<file path="src/rtl/lcd_line_builder.sv">
`default_nettype none
// ============================================================================
// Module   : lcd_line_builder
// Brief    : Renders the factory status and a binary item count (via a
//            sequential double-dabble engine) into two 16-char LCD lines.
//            Option macro: LCD_LINE_BUILDER_ZERO_BLANK_EN (blank leading zeros)
// Revision : 1.0 - initial release
// ============================================================================
module lcd_line_builder #(
   parameter int COUNT_W = 16
) (
   input  logic               CLK,
   input  logic               RESET,
   input  logic               START,
   input  logic [1:0]         STATUS,
   input  logic [COUNT_W-1:0] ITEM_COUNT,
   output logic               BUSY,
   output logic               DONE,
   output logic [127:0]       LINE_1,
   output logic [127:0]       LINE_2
);

   localparam int                c_iter_w    = $clog2(COUNT_W + 1);
   localparam logic [c_iter_w-1:0] c_iter_last = c_iter_w'(COUNT_W);
   localparam logic [c_iter_w-1:0] c_iter_one  = c_iter_w'(1);

   localparam logic [127:0] c_txt_idle  = {"SMART FACTORY", {3{8'h20}}};
   localparam logic [127:0] c_txt_run   = {"STATUS: RUN",   {5{8'h20}}};
   localparam logic [127:0] c_txt_stop  = {"STATUS: STOP",  {4{8'h20}}};
   localparam logic [127:0] c_txt_alarm = {"STATUS: ALARM", {3{8'h20}}};
   localparam logic [127:0] c_txt_reset = {"COUNT: -----",  {4{8'h20}}};
   localparam logic [55:0]  c_txt_count = "COUNT: ";
   localparam logic [31:0]  c_txt_pad   = {4{8'h20}};

   typedef enum logic [1:0] {
      IDLE     = 2'd0,
      CONV     = 2'd1,
      ASSEMBLE = 2'd2
   } state_t;

   state_t               r_state;
   state_t               w_state_nxt;
   logic [1:0]           r_stat;
   logic [COUNT_W-1:0]   r_bin;
   logic [19:0]          r_bcd;
   logic [c_iter_w-1:0]  r_iter;
   logic                 r_pending;
   logic                 r_done;
   logic [127:0]         r_line_1;
   logic [127:0]         r_line_2;

   logic                 w_load;
   logic                 w_shift;
   logic                 w_assemble;
   logic                 w_pending_nxt;
   logic [19:0]          w_bcd_adj;
   logic [39:0]          w_digits;
   logic [127:0]         w_line_1;
   logic [127:0]         w_line_2;

   always_ff @(posedge CLK or posedge RESET) begin
      if (RESET) begin
         r_state <= IDLE;
      end else begin
         r_state <= w_state_nxt;
      end
   end

   always_comb begin
      w_state_nxt   = r_state;
      w_load        = 1'b0;
      w_shift       = 1'b0;
      w_assemble    = 1'b0;
      w_pending_nxt = r_pending;
      case (r_state)
         IDLE: begin
            if (START) begin
               w_load      = 1'b1;
               w_state_nxt = CONV;
            end
         end
         CONV: begin
            if (START) begin
               w_pending_nxt = 1'b1;
            end
            if (r_iter == c_iter_last) begin
               w_state_nxt = ASSEMBLE;
            end else begin
               w_shift = 1'b1;
            end
         end
         ASSEMBLE: begin
            w_assemble    = 1'b1;
            w_pending_nxt = 1'b0;
            // A queued or simultaneous request re-samples the live inputs now
            if (r_pending || START) begin
               w_load      = 1'b1;
               w_state_nxt = CONV;
            end else begin
               w_state_nxt = IDLE;
            end
         end
         default: begin
            w_state_nxt = IDLE;
         end
      endcase
   end

   always_comb begin
      w_bcd_adj = r_bcd;
      for (int i = 0; i < 5; i++) begin
         if (r_bcd[4*i +: 4] >= 4'd5) begin
            w_bcd_adj[4*i +: 4] = r_bcd[4*i +: 4] + 4'd3;
         end
      end
   end

`ifdef LCD_LINE_BUILDER_ZERO_BLANK_EN
   logic w_lead;

   always_comb begin
      w_digits = '0;
      w_lead   = 1'b1;
      for (int i = 4; i >= 0; i--) begin
         if (w_lead && (r_bcd[4*i +: 4] == 4'd0) && (i != 0)) begin
            w_digits[8*i +: 8] = 8'h20;
         end else begin
            w_lead             = 1'b0;
            w_digits[8*i +: 8] = {4'h3, r_bcd[4*i +: 4]};
         end
      end
   end
`else
   always_comb begin
      w_digits = '0;
      for (int i = 0; i < 5; i++) begin
         w_digits[8*i +: 8] = {4'h3, r_bcd[4*i +: 4]};
      end
   end
`endif

   always_comb begin
      w_line_1 = c_txt_idle;
      case (r_stat)
         2'd1:    w_line_1 = c_txt_run;
         2'd2:    w_line_1 = c_txt_stop;
         2'd3:    w_line_1 = c_txt_alarm;
         default: w_line_1 = c_txt_idle;
      endcase
      w_line_2 = {c_txt_count, w_digits, c_txt_pad};
   end

   always_ff @(posedge CLK or posedge RESET) begin
      if (RESET) begin
         r_stat    <= 2'd0;
         r_bin     <= '0;
         r_bcd     <= '0;
         r_iter    <= '0;
         r_pending <= 1'b0;
         r_done    <= 1'b0;
         r_line_1  <= c_txt_idle;
         r_line_2  <= c_txt_reset;
      end else begin
         r_pending <= w_pending_nxt;
         r_done    <= w_assemble;
         if (w_assemble) begin
            r_line_1 <= w_line_1;
            r_line_2 <= w_line_2;
         end
         if (w_load) begin
            r_stat <= STATUS;
            r_bin  <= ITEM_COUNT;
            r_bcd  <= '0;
            r_iter <= '0;
         end else if (w_shift) begin
            r_bcd  <= (w_bcd_adj << 1) | {19'd0, r_bin[COUNT_W-1]};
            r_bin  <= r_bin << 1;
            r_iter <= r_iter + c_iter_one;
         end
      end
   end

   assign BUSY   = (r_state != IDLE);
   assign DONE   = r_done;
   assign LINE_1 = r_line_1;
   assign LINE_2 = r_line_2;

endmodule
`default_nettype wire

</file>
<file path="config.mk">
export PLATFORM = sky130hd
export DESIGN_NAME = lcd_line_builder
export DESIGN_NICKNAME = d
export VERILOG_FILES = /design/src/rtl/lcd_line_builder.sv
export SDC_FILE = /design/constraint.sdc
export NUM_CORES = 1
export LEC_CHECK = 0
export ABC_AREA = 1
export BUFFER_PORTS_ARGS = -buffer_cell sky130_fd_sc_hd__buf_2
export CAP_MARGIN = 15
export CELL_PAD_IN_SITES_DETAIL_PLACEMENT = 1
export CELL_PAD_IN_SITES_GLOBAL_PLACEMENT = 1
export CORE_UTILIZATION = 35
export CTS_CLUSTER_SIZE = 24
export DETAILED_ROUTE_END_ITERATION = 6
export HOLD_SLACK_MARGIN = 0.15
export PLACE_DENSITY = 0.95
export SLEW_MARGIN = 5
export SYNTH_ARGS = -nofsm -noshare
export SYNTH_HDL_FRONTEND = slang
export SYNTH_SLANG_ARGS = --single-unit
</file>
<file path="constraint.sdc">
create_clock -name CLK -period 5 [get_ports CLK]
set_input_delay 0.5 -clock CLK [delete_from_list [all_inputs] [get_ports CLK]]
set_output_delay 0.5 -clock CLK [all_outputs]
set_load 0.02 [all_outputs]
</file>
==> results of run 1 <==
-- power groups by stage --
stage / combinational, µW / clock [µW] / sequential (µW)
floorplan: 1050 / 0 / 1120
global placement: 1200 / 0 / 1040
detailed placement: 1260 / 0 / 1050
CTS: 1260 / 710 / 1050
global route: 1410 / 729 / 1080
finish: 1250 / 686 / 1040
-- registers in the layout, indices dropped and copies added (netlist names) --
register	cells
DONE	1
LINE_1	8
LINE_2	21
r_bcd	20
r_bin	16
r_iter	5
r_pending	1
r_stat	2
r_state	2
-- cells in the mapped netlist --
cell        n  area, µm²
o21ai_2     7      61.31
nor2_2      1      6.260
nor2_1     10      37.54
a21oi_1     4      20.02
clkbuf_1    1      3.750
dfstp_2    19      499.2
nand2_8     1      20.02
xor2_1      1      8.760
buf_8       1      15.01
mux2_2      1      11.26
inv_4       1      6.260
buf_2       9      45.04
nand3_1    64      320.3
nand4_1     7      43.79
nand2_2     8      50.05
or2_2       1      6.260
nand2_1   151      566.8
buf_4     230       1727
nand3_2     6      60.06
dfrtp_1    57       1426
inv_1      40      150.1
o21ai_0    29      145.1
ha_1       17      212.7
nand2_4     1      11.26
conb_1      2      7.510
inv_2       4      15.01
buf_6       3      33.78
-- how the worst min path moves through the flow --
| stage | from | to | depth (start not counted) |
|---|---|---|---|
| 2_1_floorplan | r_pending | r_pending | 2 |
| 3_3_place_gp | RESET | LINE_2[41] | 2 |
| 3_5_place_dp | RESET | LINE_2[41] | 2 |
| 4_1_cts | ITEM_COUNT[5] | r_bin[5] | 3 |
| 5_1_grt | ITEM_COUNT[3] | r_bin[3] | 3 |
| 6_report | STATUS[1] | r_stat[1] | 3 |
-- cells by family after synthesis --
| kind of cell | count (synthesis) | share of synthesized area [%] |
|---|---|---|
| AO/OA/AOI/OAI | 40 | 4.110 |
| XOR/XNOR | 1 | 0.1590 |
| adder cells (fa/ha/maj) | 17 | 3.860 |
| buffers and inverters | 289 | 36.22 |
| flip-flops | 76 | 34.95 |
| multiplexers | 1 | 0.2043 |
| other | 2 | 0.1363 |
| AND/OR/NAND/NOR | 250 | 20.37 |
-- placed cells by master, fill, tap and decap left out, types with 7 or more instances in the layout --
cell type,Yosys,routed
conb_1,2,192
nand2_1,151,151
buf_2,9,86
nand3_1,64,64
dfrtp_1,57,57
inv_1,40,39
o21ai_0,29,29
dfstp_2,19,19
ha_1,17,17
nor2_1,10,10
clkbuf_16,0,9
nand2_2,8,8
nand4_1,7,7
o21ai_2,7,7
-- stage by stage --
stage	power, µW	instances	hold slack, ns
final	2973	938	0.3883
after detailed placement	2308	921	0.4653
after global routing	3221	938	0.3926
after floorplan	2170	866	0.4529
after CTS	3017	938	0.3779
after global placement	2233	921	0.4598
-- final cells by class --
type | count | share of cell area [%]
inverters | 45 | 3.172
clock buffers | 13 | 5.149
repair buffers | 89 | 8.368
well taps | 211 | 4.851
multi-input cells | 501 | 42.30
clock inverters | 3 | 0.7816
flip-flops and latches | 76 | 35.38
-- routing by layer --
layer / up-vias / wire length (µm) / track usage [%]
li1: 1784 / - / -
met1: 1748 / 4269 / 15.36
met2: 148 / 5293 / 22.02
met3: 17 / 879 / 3.978
met4: 0 / 236 / 6.162
met5: - / 0 / 0
-- worst max-delay path, delay by kind of cell (launching register included) --
family / cells / cell delay [ns]
AND/OR/NAND/NOR: 5 / 0.93
flip-flops: 1 / 0.40
buffers and inverters: 1 / 0.33
==> impl_metrics.toml, run 1 <==
[routing]
via_per_inst = 3.941
routed_wl_mm = 10.68
drc = 0
wl_per_cell_um = 11.38
vias = 3697
drt_iter0_drc = 152
detail-route-antenna-nets = 0
firstDrtPassIters = 4

[grt]
grt_pass1_wl_mm = 16.96
grt_max_degree = 60
first_global_vias = 3392
track_usage_pct = 13.14
overflow = 0
antenna_found_initial = 2

[timing]
skew_ns = 0.006841
layout_setup_ws_ns = 3.204
setup_viol = 0
setup-tns-final_ns = 0
rsz0062_at_grt = "no"
finalCritPeriodShare_pct = 35.92
hold_viol = 0
max_clock_freq_mhz = 556.8
layout_min_cycle_time_ns = 1.796
slew_headroom_pct = 49.55
tightest_slew_ns = 0.7568
drv_slew = 0

[power]
p_comb_share_pct = 41.9
internal_power_uw = 1690
ir_worst_vdd_mv = 0.2038
p_leak_uw = 0.003127
p_clk_share_pct = 23.1
switching_share_pct = 43.15
p_seq_share_pct = 35.0
power_density_nw_per_um2 = 546.2
p_switching_uw = 1283

[critical_path]
startpoint = "r_state[1]"
crit_path_end = "r_bin[9]"
end_kind = "register"
worstSetupStartpointType = "register"
reg2reg_depth = 6
worstSetupPathType = "reg2reg"
worstPathArrival_ns = 2.01
r2r_end = "r_bin[9]"
crit_fanout = 37
crit_slowest_cell = "nand2_2"
worstPathRequired_ns = 5.21
cp_common_cell = "nand2_1"
critPathMaxStageDelay_ns = 0.53
cp_cell_sequence = "nand2_1 > nand2_1 > nand2_2 > inv_2 > nand2_1 > nand3_2"
ff2ff_setup_slack_ns = 3.20
r2r-start = "r_state[1]"

[finish]
diodes = 0
regArea_um2 = 1926
final_area_um2 = 5443
nets = 760
drive_gt1_share_pct = 21.32
multi_input_area_um2 = 2302
nFillCells = 1932
area_growth_pct = -1.226
utilization_pct = 35.67

[clock_tree]
clock_latency_ns = 0.33
numCtsBuffers = 9
cts_tree = "done"
post_cts_buffers = 0
cts.clk_slew.worst_paths_ns = 0.06
htreeDepth = 3
cts_hold_buf = 1
cts-root-buf = "clkbuf_16"
cts.path.max_buffers = 2
cts_sinks = 76
ctsResizeCount = 0

[placement]
place_ws_ns = 2.958
gp_congestion = 0.7549
place_area_um2 = 5110
hpwl_mm = 8.061
portBuffers = 86

[flow_run]
maxCapViolations = 0

[synth]
synth_area_um2 = 5510
syn_inst = 676
synth_warnings = 0
yosys_register_bits = 76
synth_cell_types = 27
ys_seq_area_share_pct = 34.95
synth.avg_cell_area_um2 = 8.151

[floorplan]
die_y_um = 127.5
pin_count = 279
initial_utilization_pct = 36.11
die_w_um = 127.5
coreArea_um2 = 15260
die_area_um2 = 16250
std_cell_rows = 45

[outcome]
outcome = "finished clean"

[min_path]
min_path_type = "in2reg"
Note: power is estimated with default switching activity, not from simulation.
==> run 2: changes to the inputs <==
--- a/config.mk
+++ b/config.mk
@@ -10,11 +10,11 @@
 export CAP_MARGIN = 15
 export CELL_PAD_IN_SITES_DETAIL_PLACEMENT = 1
 export CELL_PAD_IN_SITES_GLOBAL_PLACEMENT = 1
-export CORE_UTILIZATION = 35
+export CORE_UTILIZATION = 33
 export CTS_CLUSTER_SIZE = 24
 export DETAILED_ROUTE_END_ITERATION = 6
 export HOLD_SLACK_MARGIN = 0.15
-export PLACE_DENSITY = 0.95
+export PLACE_DENSITY = 0.94
 export SLEW_MARGIN = 5
 export SYNTH_ARGS = -nofsm -noshare
 export SYNTH_HDL_FRONTEND = slang
==> constraint.sdc (replaced) <==
create_clock -name CLK -period 1.8 [get_ports CLK]
set_input_delay 0.18 -clock CLK [delete_from_list [all_inputs] [get_ports CLK]]
set_output_delay 0.18 -clock CLK [all_outputs]
set_load 0.02 [all_outputs]
==> run 2 against run 1 <==
  * Clock-buffer cell count down 1
  * Final area up 4.5%
  * Clock power rose to 2.9 times the previous value
  * Non-clock buffer count up 23
  * Die area up 6.0%
==> impl_metrics.toml, run 2 (synthesis gave the netlist of run 1 again) <==
[power]
p_seq_share_pct = 34.5
switching_share_pct = 43.07
p_clk_share_pct = 23.3
p_switching_uw = 3612
p_leak_uw = 0.003228
power_density_nw_per_um2 = 1475
p_comb_share_pct = 42.1
ir_worst_vdd_mv = 0.5602
internal_power_uw = 4774
finalPower_uw = 8386

[critical_path]
reg2reg_depth = 9
critPathMaxStageDelay_ns = 0.40
worstSetupStartpointType = "register"
crit_slowest_cell = "dfrtp_1"
r2r-start = "r_iter[0]"
cp_cell_sequence = "inv_1 > ha_1 > nand2_1 > inv_1 > nand2_4 > nand2_8 > buf_4 > nand3_1 > nand2_1"
end_kind = "register"
crit_fanout = 23
ff2ff_setup_slack_ns = 0.11
crit_path_end = "r_bcd[18]"
startpoint = "r_iter[0]"
worstPathRequired_ns = 2.07
r2r_end = "r_bcd[18]"
cp.depth = 9
path_delay_family = "simple AND/OR/NAND/NOR gates"
cp.buffers_inverters = 3
worstPathArrival_ns = 1.97
worstSetupPathType = "reg2reg"

[timing]
layout_setup_ws_ns = 0.1077
finalCritPeriodShare_pct = 94.02
hold_viol = 0
drv_slew = 0
rsz0062_at_grt = "no"
layout_min_cycle_time_ns = 1.692
setup_viol = 0
setup-tns-final_ns = 0
skew_ns = 0.006188
finalHoldWorstSlack_ns = 0.2028
max_clock_freq_mhz = 590.9

[grt]
first_global_vias = 3649
grt_pass1_wl_mm = 18.46
grt_max_degree = 42
overflow = 0
track_usage_pct = 13.28
antenna_found_initial = 0

[clock_tree]
cts.path.max_buffers = 2
cts_sinks = 76
clock_latency_ns = 0.34
cts-root-buf = "clkbuf_16"
numCtsBuffers = 9
cts_tree = "done"
post_cts_buffers = 0
htreeDepth = 3
cts.clk_slew.worst_paths_ns = 0.06

[floorplan]
die_w_um = 131.2
initial_utilization_pct = 34.19
pin_count = 279
die_area_um2 = 17220
die_y_um = 131.2
coreArea_um2 = 16120
std_cell_rows = 46

[placement]
place_ws_ns = 0.1008
hpwl_mm = 8.460
gp_congestion = 0.7685
portBuffers = 86

[routing]
wl_per_cell_um = 11.72
drt_iter0_drc = 176
routed_wl_mm = 11.32
via_per_inst = 3.942
drc = 0
detail-route-antenna-nets = 0
firstDrtPassIters = 4
vias = 3808

[finish]
utilization_pct = 35.29
diodes = 0
largest_reg_flops = 21
mostFrequentLayoutCells = "192 x conb_1, 151 x nand2_1, 86 x buf_2"
area_growth_pct = 3.202
final_common_cell = "conb_1"
nets = 783
drive_gt1_share_pct = 21.07

[flow_run]
maxCapViolations = 0

[min_path]
min_path_type = "in2reg"
worstHoldStart = "ITEM_COUNT[14]"
hold_depth = 5

[outcome]
outcome = "finished clean"
[run 2: power by group through the flow]
stage               Sequential, µW  Clock [µW]  Combinational, µW
CTS                           2910        2010               3570
finish                        2900        1960               3530
floorplan                     3100           0               2920
global placement              2880           0               3380
global route                  3000        2070               3980
detailed placement            2930           0               3520
[run 2: how the worst min path moves through the flow]
stage / to / slack [ns]
finish: r_bin[14] / 0.20
global placement: LINE_1[48] / 0.20
global route: r_bin[14] / 0.25
CTS: r_bin[14] / 0.20
floorplan: r_bin[0] / 0.30
detailed placement: LINE_1[51] / 0.21
[run 2: cell type report]
class                   count  area [µm²]
fillers                  2048       10430
multi-input cells         501        2307
flip-flops and latches     76        1926
repair buffers            112       685.7
well taps                 216       270.3
clock buffers              12       246.5
inverters                  45       177.7
clock inverters             4       73.82
[run 2: worst register-to-register path, stage by stage (launching register included)]
cell     delay (ns)
dfrtp_1        0.40
inv_1          0.13
ha_1           0.16
nand2_1        0.07
inv_1          0.12
nand2_4        0.10
nand2_8        0.17
buf_4          0.26
nand3_1        0.13
nand2_1        0.09
[run 2: layer usage]
layer	wire length (µm)	global-route usage [%]	vias to the layer above	part of all wire, %
li1	-	-	1829	-
met1	4688	15.38	1811	41
met2	5802	23.37	152	51
met3	598	2.546	16	5.3
met4	229	6.405	0	2.0
met5	0	0	-	0
[run 2: timing repair]
action,CTS,global route
endpoints found under the hold margin,33,0
endpoints found under the setup margin,0,30
hold buffers,19,0
resized for setup,0,2
[run 2: stage by stage]
step	instances	cell area (µm²)
6_report	966	5687
5_1_grt	966	5687
4_1_cts	966	5679
3_5_place_dp	931	5169
3_3_place_gp	931	5169
2_1_floorplan	866	6227
==> run 3: changes to the inputs <==
--- a/config.mk
+++ b/config.mk
@@ -15,6 +15,7 @@
 export DETAILED_ROUTE_END_ITERATION = 6
 export HOLD_SLACK_MARGIN = 0.15
 export PLACE_DENSITY = 0.94
+export REMOVE_ABC_BUFFERS = 1
 export SLEW_MARGIN = 5
 export SYNTH_ARGS = -nofsm -noshare
 export SYNTH_HDL_FRONTEND = slang
==> run 3 against run 2 <==
  * Power fell by 1.2%
  * Core utilization is 0.23 points lower
  * Final area decreased by 0.66%
  * Clock-buffer cell count stayed put
  * Critical path type unchanged
==> impl_metrics.toml, run 3 (synthesis gave the netlist of run 1 again) <==
[finish]
area_growth_pct = 2.520
final_common_cell = "conb_1"
nets = 781
nFillCells = 2055
regArea_um2 = 1926
mostFrequentLayoutCells = "192 x conb_1, 151 x nand2_1, 86 x buf_2"
diodes = 0
drive_gt1_share_pct = 20.99
multi_input_area_um2 = 2302
largest_reg_flops = 21
final_area_um2 = 5649
stdcell_count = 964
utilization_pct = 35.05

[placement]
hpwl_mm = 8.249
portBuffers = 86
gp_congestion = 0.8044
dpl.cell_count = 930
place_area_um2 = 5170

[power]
p_clk_share_pct = 21.7
switching_share_pct = 43.93
internal_power_uw = 4644
p_seq_share_pct = 34.9
power_density_nw_per_um2 = 1466
p_comb_share_pct = 43.4
p_leak_uw = 0.003211
p_switching_uw = 3639
ir_worst_vdd_mv = 0.6033

[timing]
setup-tns-final_ns = 0
rsz0062_at_grt = "no"
setup_viol = 0
drv_slew = 0
max_clock_freq_mhz = 620.3
hold_viol = 0
skew_ns = 0.008048
finalHoldWorstSlack_ns = 0.1723
finalCritPeriodShare_pct = 89.56
layout_min_cycle_time_ns = 1.612

[routing]
vias = 3762
drc = 0
drt_iter0_drc = 143
wl_per_cell_um = 11.72
via_per_inst = 3.902
detail-route-antenna-nets = 0
firstDrtPassIters = 4
routed_wl_mm = 11.30

[floorplan]
die_area_um2 = 17220
initial_utilization_pct = 34.19
pin_count = 279
std_cell_rows = 46
die_y_um = 131.2
die_w_um = 131.2
coreArea_um2 = 16120

[critical_path]
cp.buffers_inverters = 2
cp_common_cell = "nand2_1"
worstSetupStartpointType = "register"
end_kind = "register"
path_delay_family = "simple AND/OR/NAND/NOR gates"
worstPathArrival_ns = 1.83
cp_cell_sequence = "inv_1 > ha_1 > nand2_1 > inv_1 > nand2_4 > nand2_8 > nand2_2 > nand2_1 > nand2_1"
crit_fanout = 12
worstPathRequired_ns = 2.02
critPathMaxStageDelay_ns = 0.42
crit_slowest_cell = "dfrtp_1"
worstSetupPathType = "reg2reg"

[grt]
grt_pass1_wl_mm = 18.71
track_usage_pct = 13.31
first_global_vias = 3826
overflow = 0
antenna_found_initial = 0
grt_max_degree = 77

[clock_tree]
cts_sinks = 76
cts.clk_slew.worst_paths_ns = 0.06
clock_latency_ns = 0.33
numCtsBuffers = 9
htreeDepth = 3
cts.path.max_buffers = 2
cts-root-buf = "clkbuf_16"
cts_tree = "done"

[outcome]
outcome = "finished clean"

[min_path]
min_path_type = "in2reg"

[flow_run]
maxCapViolations = 0
-- run 3: changes by cell type in the layout (fill, tap and decap cells not counted), sizes merged --
| cell | change |
|---|---|
| clkinvlp | +1 |
| dlygate4sd3 | -1 |
| bufinv | -1 |
| clkinv | -1 |
| buf | -1 |
| inv | +1 |
-- run 3: worst paths after layout --
kind / cells past startpoint / start / slack (ns) / endpoint
setup / recovery: 9 / r_iter[0] / 0.19 / r_bin[14]
hold / removal: 3 / START / 0.17 / r_pending
setup reg to reg: 9 / r_iter[0] / 0.19 / r_bin[14]
hold reg to reg: 2 / LINE_2[65] / 0.48 / LINE_2[65]
max in group asynchronous: 4 / RESET / 0.96 / LINE_1[57]
min in group asynchronous: 4 / RESET / 0.49 / r_bcd[16]
-- run 3: metal layers --
layer | track usage (%) | share of wire, % | vias up | wire, µm
met3 | 3.048 | 4.2 | 12 | 478
met4 | 3.856 | 0.75 | 0 | 85
met5 | 0 | 0 | - | 0
met1 | 14.75 | 40 | 1805 | 4539
met2 | 25.03 | 55 | 115 | 6196
li1 | - | - | 1830 | -
-- run 3: final cells by class --
type	count	share of cell area, %
Clock inverter	4	0.8859
Multi-Input combinational cell	501	40.75
Sequential cell	76	34.09
Clock buffer	12	4.363
Tap cell	216	4.784
Timing Repair Buffer	110	12.05
Inverter	45	3.079
-- run 3: what timing repair did --
action	CTS	global route
setup buffers	0	0
endpoints found under the hold margin	74	0
hold buffers	18	0
gates resized for setup	0	1
setup endpoints to repair	0	6
-- run 3: worst reg2reg max path: cells and delay by family, from the launching register on --
family,cells,cell delay [ns]
buf+inv,2,0.24
fa+ha+maj,1,0.17
simple gates,6,0.69
flops,1,0.42
-- run 3: power by group through the flow --
stage | registers (µW) | clock network, µW | logic (µW)
floorplan | 3230 | 0 | 2200
global route | 2990 | 1920 | 4050
CTS | 2890 | 1860 | 3630
global placement | 2870 | 0 | 3390
finish | 2890 | 1800 | 3590
detailed placement | 2910 | 0 | 3590
-- run 3: through the flow --
step                worst slack (ns)  power, µW
floorplan                    -0.2869       5427
global placement              0.2845       6264
detailed placement            0.1768       6502
CTS                           0.1067       8385
global route                 0.08359       8959
finish                        0.1880       8283
